==> src/rtl/piso_serializer.sv <==
// rtl/piso_serializer.sv - parallel-in/serial-out transmitter with valid/ready load and bit strobe
// Each accepted word leaves as exactly WIDTH contiguous valid bits; a word can be reloaded on its last bit.
module piso_serializer #(
  parameter int WIDTH     = 4,
  parameter bit LSB_FIRST = 1'b1
) (
  input  logic             clk,
  input  logic             reset,
  input  logic             load_valid,
  output logic             load_ready,
  input  logic [WIDTH-1:0] parallel_in,
  output logic             serial_out,
  output logic             serial_valid,
  output logic             last,
  output logic             busy
);

  localparam int CW = (WIDTH > 1) ? $clog2(WIDTH) : 1;

  typedef enum logic {IDLE, SHIFT} state_t;

  state_t           state, state_n;
  logic [WIDTH-1:0] shreg, shreg_n;
  logic [CW-1:0]    cnt, cnt_n;
  logic             sout_n;
  logic             accept;

  assign serial_valid = (state == SHIFT);
  assign busy         = serial_valid;
  assign last         = serial_valid && (cnt == '0);
  // Ready depends only on registered state, so load_valid never loops back into it.
  assign load_ready   = (state == IDLE) || last;
  assign accept       = load_valid && load_ready;

  always_comb begin
    state_n = state;
    shreg_n = shreg;
    cnt_n   = cnt;
    sout_n  = serial_out;
    if (accept) begin
      state_n = SHIFT;
      cnt_n   = CW'(WIDTH - 1);
      if (LSB_FIRST) begin
        sout_n  = parallel_in[0];
        shreg_n = parallel_in >> 1;
      end else begin
        sout_n  = parallel_in[WIDTH-1];
        shreg_n = parallel_in << 1;
      end
    end else if (state == SHIFT) begin
      if (cnt == '0) begin
        state_n = IDLE;
        sout_n  = 1'b0;
      end else begin
        cnt_n = cnt - CW'(1);
        if (LSB_FIRST) begin
          sout_n  = shreg[0];
          shreg_n = shreg >> 1;
        end else begin
          sout_n  = shreg[WIDTH-1];
          shreg_n = shreg << 1;
        end
      end
    end
  end

  always_ff @(posedge clk or posedge reset) begin
    if (reset) begin
      state      <= IDLE;
      shreg      <= '0;
      cnt        <= '0;
      serial_out <= 1'b0;
    end else begin
      state      <= state_n;
      shreg      <= shreg_n;
      cnt        <= cnt_n;
      serial_out <= sout_n;
    end
  end

endmodule

==> config.mk <==
export PLATFORM = sky130hd
export DESIGN_NAME = piso_serializer
export DESIGN_NICKNAME = d
export VERILOG_FILES = /design/src/rtl/piso_serializer.sv
export SDC_FILE = /design/constraint.sdc
export NUM_CORES = 1
export LEC_CHECK = 0
export CORE_AREA = 2 2 39 41
export CTS_CLUSTER_DIAMETER = 80
export DETAILED_ROUTE_END_ITERATION = 12
export DIE_AREA = 0 0 41 43
export GPL_TIMING_DRIVEN = 0
export SYNTH_ARGS = -nofsm -noshare
export SYNTH_HDL_FRONTEND = slang
export SYNTH_SLANG_ARGS = --single-unit
==> constraint.sdc <==
create_clock -name clk -period 1.1 [get_ports clk]
set_clock_uncertainty 0.1 [all_clocks]
set_input_delay 0.22 -clock clk [delete_from_list [all_inputs] [get_ports clk]]
set_output_delay 0.22 -clock clk [all_outputs]
set_load 0.01 [all_outputs]
==> impl_metrics.tcl <==
set metrics [dict create \
    synth-simple-area-share_pct 15.8 \
    max_freq_ghz 0.670 \
    post-synth-top-area-cell "dfrtp_1" \
    avgSynthCellArea_um2 11.3 \
    tightest_slew_ps 270 \
    vdd_ir_drop_max_v 0.00106 \
    grt_start_max_net_pins 10 \
    die_area_mm2 0.00176 \
    finalHoldViolations 0 \
    diodes 0 \
    io_buffers 10 \
    grt_pass1_vias 274 \
    ys_seq_area_share_pct 47.0 \
    cts_htree_levels 1 \
    synth_top_family_by_area "simple AND/OR/NAND/NOR gates" \
    postSynthCellCount 33 \
    synth_area_leaders "dfrtp_1 (47%), mux2i_1 (11%), buf_6 (6.0%)" \
    via_per_inst 4.25 \
    clock_path_buffers 2 \
    finalSetupViolations 11 \
    vias 293 \
    cts_hold_buffers 0 \
    clkTransAtPathRegs_ps 50 \
    drc 0 \
    synth_nets 41 \
    end_kind "primary output" \
    final_util_pct 42.8 \
    maxCapViolCount 0 \
    ys_types 15 \
    row_count 14 \
    cts_tree "yes" \
    die_y_um 43 \
    crit_required_ps 780 \
    drv_slew 0 \
    synth_compound_area_share_pct 11.1 \
    start_util_pct 26.9 \
    wl_um 676 \
    syn-cell-area_um2 373 \
    drt-initial-drc-count 3 \
    nets 62 \
    layout_commonest_cell "dfrtp_1" \
    ant_nets 0 \
    outcome "finished, violations left" \
    cts_buffers 3 \
    synth_seq_cells 7 \
    power_leakage_nw 0.284 \
    cts.sinks 7 \
    final_cell_mix "dfrtp_1 (7), buf_6 (6), buf_4 (6)" \
    cp_max_fo 3 \
    relSlewSlack_pct 82.0 \
    wl_per_cell_um 9.80 \
    synth-xor-area-share_pct 0 \
    die_width_um 41 \
    synth.mux.area_fraction_pct 10.7 \
    ios 12 \
    grt_pass1_wl_mm 1.02 \
    yosysWarnings 0 \
    clk_latency_ps 240 \
    overflow 0 \
    grt_setup_unrepaired "yes" \
    hp-class "primary input to asynchronous set/reset pin" \
    critPathKind "flip-flop to primary output" \
    core_mm2 0.00138 \
    setup_ws_ps -392 \
    fill_cells 146 \
    violations "negative setup slack" \
    globalRouteTotalUtil_pct 8.92 \
    fin_crit_sh_pct 136 \
    cp.arrival_ps 1170 \
    cts_root_buf "clkbuf_4" \
    pre_cts_ws_ps -629 \
    dp_hpwl_um 438 \
    start_kind "flip-flop" \
    post-route-min-period_ps 1490 \
    synth_adder_area_share_pct 3.36 \
    rrSetupSlack_ps -210 \
    gp_congestion 0.632 \
    area_growth_pct 58.7 \
    yosys.area.top_type_share_pct 47.0 \
    drive_gt1_share_pct 52.8 \
    power.density_mw_per_mm2 2650 \
    firstDrtPassIters 2 \
    antenna_found_initial 0 \
]
[power breakdown]
part / leakage (nW) / internal [mW] / total, mW / switching, mW
clock network: 0.0150 / 0.138 / 0.220 / 0.0822
registers: 0.0852 / 0.361 / 0.418 / 0.0569
logic: 0.184 / 0.527 / 0.931 / 0.405
[final timing paths]
check,from,end,depth (start not counted)
max in group asynchronous,reset,shreg[1],2
hold / removal,reset,busy,2
min in group clk,load_valid,busy,2
hold reg to reg,shreg[1],shreg[0],2
setup reg to reg,cnt[1],shreg[0],6
setup / recovery,cnt[1],load_ready,6
[flip-flops by register name, indices dropped and copies added, names as in the netlist]
name        flops
shreg           3
cnt             2
busy            1
serial_out      1
[final cells by class]
type                    instances  area (um2)  area share (%)
flip-flops and latches          7         175            29.6
clock buffers                   4        26.3            4.44
multi-input cells              19         180            30.4
inverters                       4        17.5            2.96
well taps                      16        20.0            3.38
repair buffers                 16         139            23.5
plain buffers                   3        33.8            5.71
[critical path: stages (launching register included)]
cell and delay, ps:
dfrtp_1 360, inv_2 50, ha_4 170, nor2b_4 120, buf_6 110, inv_4 30
buf_6 100
[logic make-up (layout without fill, tap and decap cells)]
kind of cell	Yosys count	in the layout
AO/OA/AOI/OAI	6	6
adder cells (fa/ha/maj)	1	1
buffers and inverters	7	27
flip-flops	7	7
multiplexers	4	4
AND/OR/NAND/NOR	8	8
[metal layers]
metal,share of wire (%),vias to the layer above,track usage (%)
met3,9.5,0,4.71
met5,0,-,0
met4,0,0,4.00
met1,44,134,10.3
li1,-,147,-
met2,47,12,13.1
[repair_timing]
item | 4_1_cts | 5_1_grt
pin swaps | 1 | 1
buffers inserted | 5 | 2
resized for setup | 25 | 2
setup endpoints to repair | 12 | 12
[Yosys cell counts]
cell     n
nand2_1  2
buf_6    2
o21ai_0  3
nor2b_4  1
ha_1     1
nor2_1   1
inv_1    4
nor3_2   2
a21oi_2  2
buf_4    1
or2_2    1
a32oi_1  1
and2_2   1
dfrtp_1  7
mux2i_1  4
[per-stage QoR]
step,TNS (ps),power [mW],hold WS [ps],instance area [um2],std cells
3_3_place_gp,-2220,1.14,360,508,59
3_5_place_dp,-2360,1.15,367,508,59
4_1_cts,-2250,1.54,113,576,68
2_1_floorplan,-382,0.917,-76.6,388,33
6_report,-2240,1.57,111,592,69
5_1_grt,-2770,1.69,131,592,69
(Power assumes the default switching activity.)
